$ cat src/rtl/multi_adder_with_flow_control.sv
// Joins n_inputs valid/ready operand channels and sums them at full precision.
// Latency: n_stages cycles from the join handshake to sum_vld.
// Backpressure: per-stage ready chain with bubble collapse; all channels stall together.
module multi_adder_with_flow_control #(
  parameter int width       = 4,
  parameter int n_inputs    = 2,
  parameter int n_stages    = 1,
  parameter int signed_mode = 0
) (
  input  logic                               clk,
  input  logic                               rst,
  input  logic [n_inputs-1:0]                in_vld,
  output logic [n_inputs-1:0]                in_rdy,
  input  logic [n_inputs*width-1:0]          in_data,
  output logic                               sum_vld,
  input  logic                               sum_rdy,
  output logic [width+$clog2(n_inputs)-1:0]  sum_data
);

  localparam int sum_w = width + $clog2(n_inputs);

  logic [n_stages-1:0] stage_vld;
  logic [n_stages:0]   stage_rdy;
  logic [sum_w-1:0]    stage_dat [n_stages];
  logic                rdy_chain;
  logic                all_vld;
  logic                join_hs;
  logic [sum_w-1:0]    join_sum;

  // Ready is built with a running accumulator so no bit of stage_rdy feeds another.
  always_comb begin
    rdy_chain = sum_rdy;
    stage_rdy = '0;
    stage_rdy[n_stages] = sum_rdy;
    for (int k = n_stages - 1; k >= 0; k--) begin
      rdy_chain    = ~stage_vld[k] | rdy_chain;
      stage_rdy[k] = rdy_chain;
    end
  end

  assign all_vld = &in_vld;
  assign join_hs = all_vld & stage_rdy[0];
  assign in_rdy  = {n_inputs{join_hs}};

  always_comb begin
    join_sum = '0;
    for (int i = 0; i < n_inputs; i++) begin
      if (signed_mode != 0)
        join_sum = join_sum + sum_w'($signed(in_data[i*width +: width]));
      else
        join_sum = join_sum + sum_w'(in_data[i*width +: width]);
    end
  end

  always_ff @(posedge clk) begin
    if (rst) begin
      stage_vld <= '0;
    end else begin
      if (stage_rdy[0])
        stage_vld[0] <= all_vld;
      for (int k = 1; k < n_stages; k++) begin
        if (stage_rdy[k])
          stage_vld[k] <= stage_vld[k-1];
      end
    end
  end

  // Data registers are not reset; their contents only matter under a set valid bit.
  always_ff @(posedge clk) begin
    if (join_hs)
      stage_dat[0] <= join_sum;
    for (int k = 1; k < n_stages; k++) begin
      if (stage_vld[k-1] && stage_rdy[k])
        stage_dat[k] <= stage_dat[k-1];
    end
  end

  assign sum_vld  = stage_vld[n_stages-1];
  assign sum_data = stage_dat[n_stages-1];

endmodule
$ cat config.mk
export PLATFORM = sky130hd
export DESIGN_NAME = multi_adder_with_flow_control
export DESIGN_NICKNAME = d
export VERILOG_FILES = /design/src/rtl/multi_adder_with_flow_control.sv
export SDC_FILE = /design/constraint.sdc
export NUM_CORES = 1
export LEC_CHECK = 0
export ABC_AREA = 1
export CORE_AREA = 5 5 42 44
export CTS_CLUSTER_DIAMETER = 200
export DETAILED_ROUTE_END_ITERATION = 8
export DIE_AREA = 0 0 47 49
export GPL_TIMING_DRIVEN = 0
export PLACE_DENSITY_LB_ADDON = 0.12
export RECOVER_POWER = 100
export SLEW_MARGIN = 20
export SYNTH_ARGS = -nofsm -noshare
export SYNTH_HDL_FRONTEND = slang
export SYNTH_SLANG_ARGS = --single-unit
$ cat constraint.sdc
create_clock -name clk -period 1.3 [get_ports clk]
set_clock_uncertainty 0.05 [all_clocks]
set_input_delay 0.13 -clock clk [delete_from_list [all_inputs] [get_ports clk]]
set_output_delay 0.13 -clock clk [all_outputs]
set_load 0.01 [all_outputs]
* After elaboration in Yosys (flattened, before gate mapping)
Memory sizes are Yosys's and may differ from the RTL's.
Index checks and enable logic that the tools add are counted.
** Storage, ports and cells
- Flip-flop bits (word level) :: 1
- Memory bits (writable) :: 5
- Bits of input ports :: 13
- Output and inout bits :: 8
- Logic and storage cells :: 9
- Memories kept :: 1
** Operators by class
- $add $sub $neg :: 1
- Muxes and demuxes :: 2
- Bitwise operators :: 3
- Reductions and logical operators :: 1
** Memories
- stage_dat :: depth 1, bits a word 5, rd ports 1, clocked after Yosys merged registers in 0, write ports 1, line 24 : logic [sum_w-1:0] stage_dat [n_stages];
** Operator list (count)
- $add 4x4->5 :: 1
- $mux 1 :: 2
- $reduce_and 2->1 :: 1
- $and 1x1->1 :: 1
- $not 1->1 :: 1
- $or 1x1->1 :: 1

* Longest topological paths before layout
Gate-level depths: netlist of the first run.
- Depth after elaboration :: 5
- Mapped depth :: 5
- Depth with buffers taken out :: 5

* Worst setup path before layout of the first run
Ideal clock, no wire load.
- Path type :: input port to flip-flop
- Start :: in in_data[0]
- End :: mem stage_dat[0][2] (netlist name), data pin
- Setup time :: 259 ps
- Arrival :: 845 ps
- Data required time :: 991 ps
- Setup slack :: 146 ps
- Stages :: 4
- Buffers on the path :: 0
- Path through :: ha_1 inv_1 fa_1 xnor2_1
** On the way
- Longest elaborated chain between the ends :: 1
** Ends and longest elaborated chain
- from (decl) :: line 14 : input logic [n_inputs*width-1:0] in_data,
- $add 4x4->5 :: line 51 : join_sum = join_sum + sum_w'(in_data[i*width +: width]);
- net join_sum[2] :: line 28 : logic [sum_w-1:0] join_sum;
- to (decl) :: line 24
The timed path passes the listed nets, and every way through them passes these cells.

* Final worst setup path of the first run
- Start :: in in_data[5]
- End :: mem stage_dat[0][1] (netlist name), data pin
Same word-level chain as after synthesis.

==> results of run 1 <==
-- registers in the layout, indices dropped and copies added (netlist names) --
register   cells
stage_dat      5
sum_vld        1
-- synth_stat cells --
cell type	number
a21oi_1	3
buf_4	2
dfxtp_1	1
edfxtp_1	5
fa_1	1
ha_1	4
inv_1	9
nand2_1	6
nand3_1	3
nor2_1	3
o21ai_0	1
xnor2_1	1
-- timing repair --
action	in CTS	in global routing
pin swaps	3	0
setup buffers	3	0
gates resized for setup	16	7
setup endpoints to repair	10	9
-- worst reg2reg max path: cells and delay by family (launching register included) --
family,cells,cell delay [ns]
AND/OR/NAND/NOR,2,0.17
buffers and inverters,2,0.27
flip-flops,1,0.31
-- how the worst max path moves through the flow --
stage	start	endpoint	slack, ns
after floorplan	in_data[0]	stage_dat[0][2]	0.15
after global placement	in_vld[0]	in_rdy[1]	-0.73
after detailed placement	in_vld[0]	in_rdy[1]	-0.76
after CTS	in_data[1]	stage_dat[0][1]	0.009
after global routing	sum_vld	in_rdy[1]	0.004
final	in_data[5]	stage_dat[0][1]	0.04
-- cell usage in the layout (no fill, tap or decap) --
cell type        count
clkbuf_1             2
clkbuf_2             1
nand3_1              3
o21ai_0              1
dlygate4sd2_1        2
buf_4                5
a21oi_1              3
dfxtp_2              1
ha_1                 3
nor2_1               1
nor2_4               2
clkdlybuf4s25_1      5
inv_1                8
clkbuf_4             3
clkdlybuf4s50_1     10
nand2_1              6
dlymetal6s2s_1       1
inv_2                1
xnor2_1              1
edfxtp_1             5
fa_2                 1
ha_2                 1
-- final cells by class --
| type | instances | area, um^2 | share of cell area |
|---|---|---|---|
| repair buffers | 23 | 211 | 0.328 |
| flip-flops and latches | 6 | 171 | 0.266 |
| multi-input cells | 22 | 168 | 0.260 |
| inverters | 9 | 33.8 | 0.0523 |
| clock buffers | 4 | 26.3 | 0.0407 |
| well taps | 16 | 20.0 | 0.0310 |
| plain buffers | 2 | 15.0 | 0.0233 |
-- power by group --
part,leakage (nW),internal (W),switching [W]
clock,0.0150,0.000116,0.0000686
combinational,0.219,0.0000850,0.0000617
sequential,0.0556,0.000227,0.00000282
total,0.289,0.000429,0.000133
-- stage by stage --
stage,util,hold WS (ns)
after floorplan,-,0.149
after global placement,0.419,0.469
after detailed placement,0.419,0.468
after CTS,0.458,0.267
after global routing,0.461,0.295
final,0.461,0.278
-- cells by family (layout without fill, tap and decap cells) --
group	count (synthesis)	count (layout)	synth area share
AO/OA/AOI/OAI	4	4	0.0546
XOR/XNOR	1	1	0.0239
flip-flops	6	6	0.464
adder cells (fa/ha/maj)	5	5	0.191
AND/OR/NAND/NOR	12	12	0.133
buffers and inverters	11	38	0.133
-- metal layers --
metal	GRT usage	part of all wire
met5	0	0
met4	0.0968	0.020
met3	0	0.095
met2	0.104	0.50
met1	0.0743	0.38
==> flow_metrics.py, run 1 <==
metrics = {
    "floorplan": {
        "rows": 14,
        "coreArea_um2": 1400,
        "die_w_um": 47,
        "ios": 21,
        "die_h_um": 49,
        "start_util": 0.262,
        "die_area_um2": 2300,
    },
    "run": {
        "cap_violations": 0,
    },
    "global_route": {
        "antenna_found_initial": 0,
        "grt_pass1_wl_mm": 1.12,
        "grt_pass1_vias": 302,
        "grt_max_degree": 6,
        "grt_usage": 0.0710,
        "grt-ovfl-total": 0,
    },
    "logic_synthesis": {
        "synthDominantCellAreaShare": 0.410,
        "ys_warn_count": 0,
        "synth_area_leaders": "edfxtp_1 41%, ha_1 14%, inv_1 9.2%",
        "syn_area_per_cell_um2": 9.40,
        "syn_area_um2": 367,
        "synth_seq_cells": 6,
        "syn-num-nets": 57,
        "synthCells": 39,
        "ys_types": 12,
        "ys_seq_area_frac": 0.464,
        "synth_largest_area_cell": "edfxtp_1",
    },
    "timing": {
        "min_period_ns": 1.26,
        "grt_setup_unrepaired": "false",
        "tns_ns": 0,
        "setup_slack_ns": 0.0373,
        "slew_violations": 0,
        "hold_viol_final": 0,
        "setup-violations-final": 0,
        "fmax_mhz": 792,
        "slew_headroom": 0.881,
        "tightest_slew_ns": 0.178,
        "post-route-period-util": 0.971,
    },
    "setup_path": {
        "slowest_stage": "fa_2",
        "cp.required_ns": 1.26,
        "crit_fanout": 2,
        "worstRegToRegCells": 4,
        "critPathMostFrequentCell": "inv_1",
        "cp_top_family": "buffers and inverters",
        "max_stage_delay_ns": 0.52,
        "critPathCaptureType": "flip-flop",
        "cp-start-kind": "input pin",
        "cp_num_cells": 4,
        "cp_cell_sequence": "clkdlybuf4s50_1 -> inv_1 -> fa_2 -> inv_1",
        "timing.rr.end": "stage_dat[0][4]",
        "rrSetupSlack_ns": 0.19,
        "worstPathArrival_ns": 1.22,
        "critical_path_class": "input pin to flip-flop",
        "timing.rr.start": "sum_vld",
        "cp.buffers_inverters": 3,
    },
    "finish": {
        "fillerInstances": 156,
        "final_layout_size_suffix_gt1_frac": 0.227,
        "area_delta_synth_final_pct": 76.1,
        "final_cells": 82,
        "final_area_um2": 646,
        "nets": 85,
        "diodes": 0,
    },
    "pwr": {
        "leakage_nw": 0.289,
        "ir_worst_vdd_v": 0.000349,
        "power_density_nw_per_um2": 870,
        "finalPower_w": 0.000562,
    },
    "drt": {
        "drt_wl_total_um": 715,
        "detail-route-antenna-nets": 0,
        "drtPass1Iterations": 4,
        "viasPerCell": 4.06,
        "drc": 0,
        "routedWlPerCell_um": 8.72,
        "num_vias": 333,
        "drt_iter0_markers": 2,
    },
    "place": {
        "placed_cell_area_um2": 587,
        "gp_congestion": 0.792,
        "io_buffers": 20,
        "place_ws_ns": -0.759,
        "numPlacedInstances": 75,
    },
    "cts": {
        "path_clk_slew_ns": 0.05,
        "cts_max_path_buffers": 2,
        "cts_max_level": 1,
        "numCtsBuffers": 3,
        "hold_buffers": 0,
        "cts.sinks": 6,
        "clock_latency_ns": 0.24,
        "cts_tree": "done",
        "ctsRootBufferMaster": "clkbuf_4",
    },
    "min_path": {
        "min_path_type": "input pin to flip-flop",
        "hold_start": "in_data[0]",
        "hold-path-cell-count": 2,
        "whs_endpoint": "stage_dat[0][0]",
    },
    "run_status": {
        "status": "completed",
    },
}
(Power assumes the default switching activity.)
==> run 2: changes to the inputs <==
- clock period: 1.3 -> 1.2 ns (I/O delays scaled with it)
==> run 2 against run 1 <==
Utilization grew 4.2 points; largest cell class unchanged; flip-flop and latch count unchanged; final area grew 9.1%; wire length grew 7.6%; worst hold slack worse by 0.14 ns; sequential share of layout area decreased by 2.2 points; combinational power is 22% higher; non-clock buffer count up 2; global-route usage increased by 0.21 points; worst setup slack better by 0.021 ns.
==> flow_metrics.py, run 2 (same netlist as run 1, synthesis figures left out) <==
metrics = {
    "pwr": {
        "seqPwrFrac": 0.397,
        "ir_worst_vdd_v": 0.000401,
        "p_sw_w": 0.000151,
        "pwr-share-comb": 0.286,
        "clkPwrFrac": 0.318,
        "switching_share": 0.240,
        "finalPower_w": 0.000628,
        "leakage_nw": 0.339,
        "internal_power_w": 0.000477,
        "power_density_nw_per_um2": 891,
    },
    "drt": {
        "detail-route-antenna-nets": 0,
        "drt_wl_total_um": 769,
        "routedWlPerCell_um": 9.15,
        "drt_iter0_markers": 0,
        "drtPass1Iterations": 1,
        "viasPerCell": 3.99,
        "drc": 0,
        "num_vias": 335,
    },
    "finish": {
        "final_cell_mix": "10 x dlygate4sd2_1, 6 x inv_1",
        "final_common_cell": "dlygate4sd2_1",
        "fillerInstances": 154,
        "area_delta_synth_final_pct": 92.2,
        "largest_reg_flops": 5,
        "final_area_um2": 704,
        "final_layout_size_suffix_gt1_frac": 0.338,
        "nets": 87,
        "diodes": 0,
        "regMostFlops": "stage_dat",
    },
    "global_route": {
        "grt_pass1_vias": 310,
        "grt_usage": 0.0731,
        "grt-ovfl-total": 0,
        "antenna_found_initial": 0,
        "grt_pass1_wl_mm": 1.15,
        "grt_max_degree": 6,
    },
    "cts": {
        "clock_latency_ns": 0.24,
        "ctsRootBufferMaster": "clkbuf_4",
        "cts_max_path_buffers": 2,
        "path_clk_slew_ns": 0.04,
        "cts_max_level": 1,
        "numCtsBuffers": 3,
        "cts.sinks": 6,
        "cts_tree": "done",
    },
    "setup_path": {
        "critical_path_class": "flip-flop to output port",
        "setup.worst_path.end": "in_rdy[0]",
        "critPathCaptureType": "output port",
        "worstRegToRegCells": 5,
        "rrSetupSlack_ns": 0.10,
        "crit_fanout": 4,
        "timing.rr.end": "stage_dat[0][2]",
        "startpoint": "sum_vld",
        "cp-start-kind": "flip-flop",
        "cp.required_ns": 1.03,
        "worstPathArrival_ns": 0.97,
        "timing.rr.start": "sum_vld",
    },
    "floorplan": {
        "die_h_um": 49,
        "coreArea_um2": 1400,
        "rows": 14,
        "die_area_um2": 2300,
        "ios": 21,
        "die_w_um": 47,
        "start_util": 0.262,
    },
    "timing": {
        "slew_violations": 0,
        "slew_headroom": 0.916,
        "post-route-period-util": 0.951,
        "fmax_mhz": 876,
        "tns_ns": 0,
        "grt_setup_unrepaired": "true",
        "tightest_slew_ns": 0.125,
        "hold_viol_final": 0,
        "setup-violations-final": 0,
        "min_period_ns": 1.14,
    },
    "run": {
        "cap_violations": 0,
    },
    "min_path": {
        "min_path_type": "input pin to flip-flop",
    },
    "run_status": {
        "status": "completed",
    },
    "place": {
        "gp_congestion": 0.792,
        "placed_cell_area_um2": 587,
        "io_buffers": 20,
    },
}
-- run 2: worst min-delay path by stage --
stage | slack [ns] | end | cells past startpoint | start
floorplan | 0.14 | sum_vld | 1 | rst
global placement | 0.47 | sum_vld | 4 | sum_vld
detailed placement | 0.47 | sum_vld | 4 | sum_vld
CTS | 0.26 | stage_dat[0][0] | 2 | in_data[0]
global route | 0.16 | sum_vld | 4 | sum_rdy
finish | 0.14 | sum_vld | 4 | sum_rdy
-- run 2: power groups by stage --
stage	clock network, W	registers [W]	logic (W)
finish	0.000199	0.000249	0.000179
detailed placement	0	0.000253	0.000157
global placement	0	0.000253	0.000156
floorplan	0	0.000260	0.0000662
global route	0.000222	0.000250	0.000200
CTS	0.000213	0.000249	0.000160
-- run 2: stage by stage --
step                       util  instances  setup WS [ns]  hold WS [ns]
after floorplan               -         39         0.0564         0.139
after global placement    0.419         75         -0.810         0.469
after detailed placement  0.419         75         -0.839         0.468
after CTS                 0.460         82        -0.0177         0.257
after global routing      0.503         84      -0.000887         0.155
final                     0.503         84         0.0584         0.143
-- run 2: critical path: stages, from the launching register on --
cell and delay (ns):
dfxtp_2 0.31, inv_2 0.06, nor2_4 0.04, nor2_4 0.13, buf_6 0.11, buf_6 0.09
-- run 2: cell type report --
| type | instances | area, um^2 | area share |
|---|---|---|---|
| plain buffers | 2 | 22.5 | 0.0320 |
| clock buffers | 4 | 26.3 | 0.0373 |
| inverters | 9 | 33.8 | 0.0480 |
| multi-input cells | 22 | 195 | 0.277 |
| flip-flops and latches | 6 | 171 | 0.243 |
| well taps | 16 | 20.0 | 0.0284 |
| repair buffers | 25 | 235 | 0.334 |
-- run 2: routing by layer --
metal	wire, um	up-vias	track usage
met4	14	0	0.0968
met1	293	139	0.0743
met5	0	-	0
met3	66	2	0
li1	-	180	-
met2	394	14	0.111
-- run 2: repair_timing --
| item | 4_1_cts | 5_1_grt |
|---|---|---|
| resized for setup | 30 | 8 |
| setup buffers | 3 | 2 |
| hold buffers | 0 | 0 |
| pin swaps | 4 | 3 |
| setup endpoints to repair | 16 | 4 |
==> run 3: changes to the inputs <==
- SLEW_MARGIN: 20 -> unset
- TNS_END_PERCENT: unset -> 100
==> results of run 3 <==
No change in the layout: final DEF, timing and power equal those of run 2.
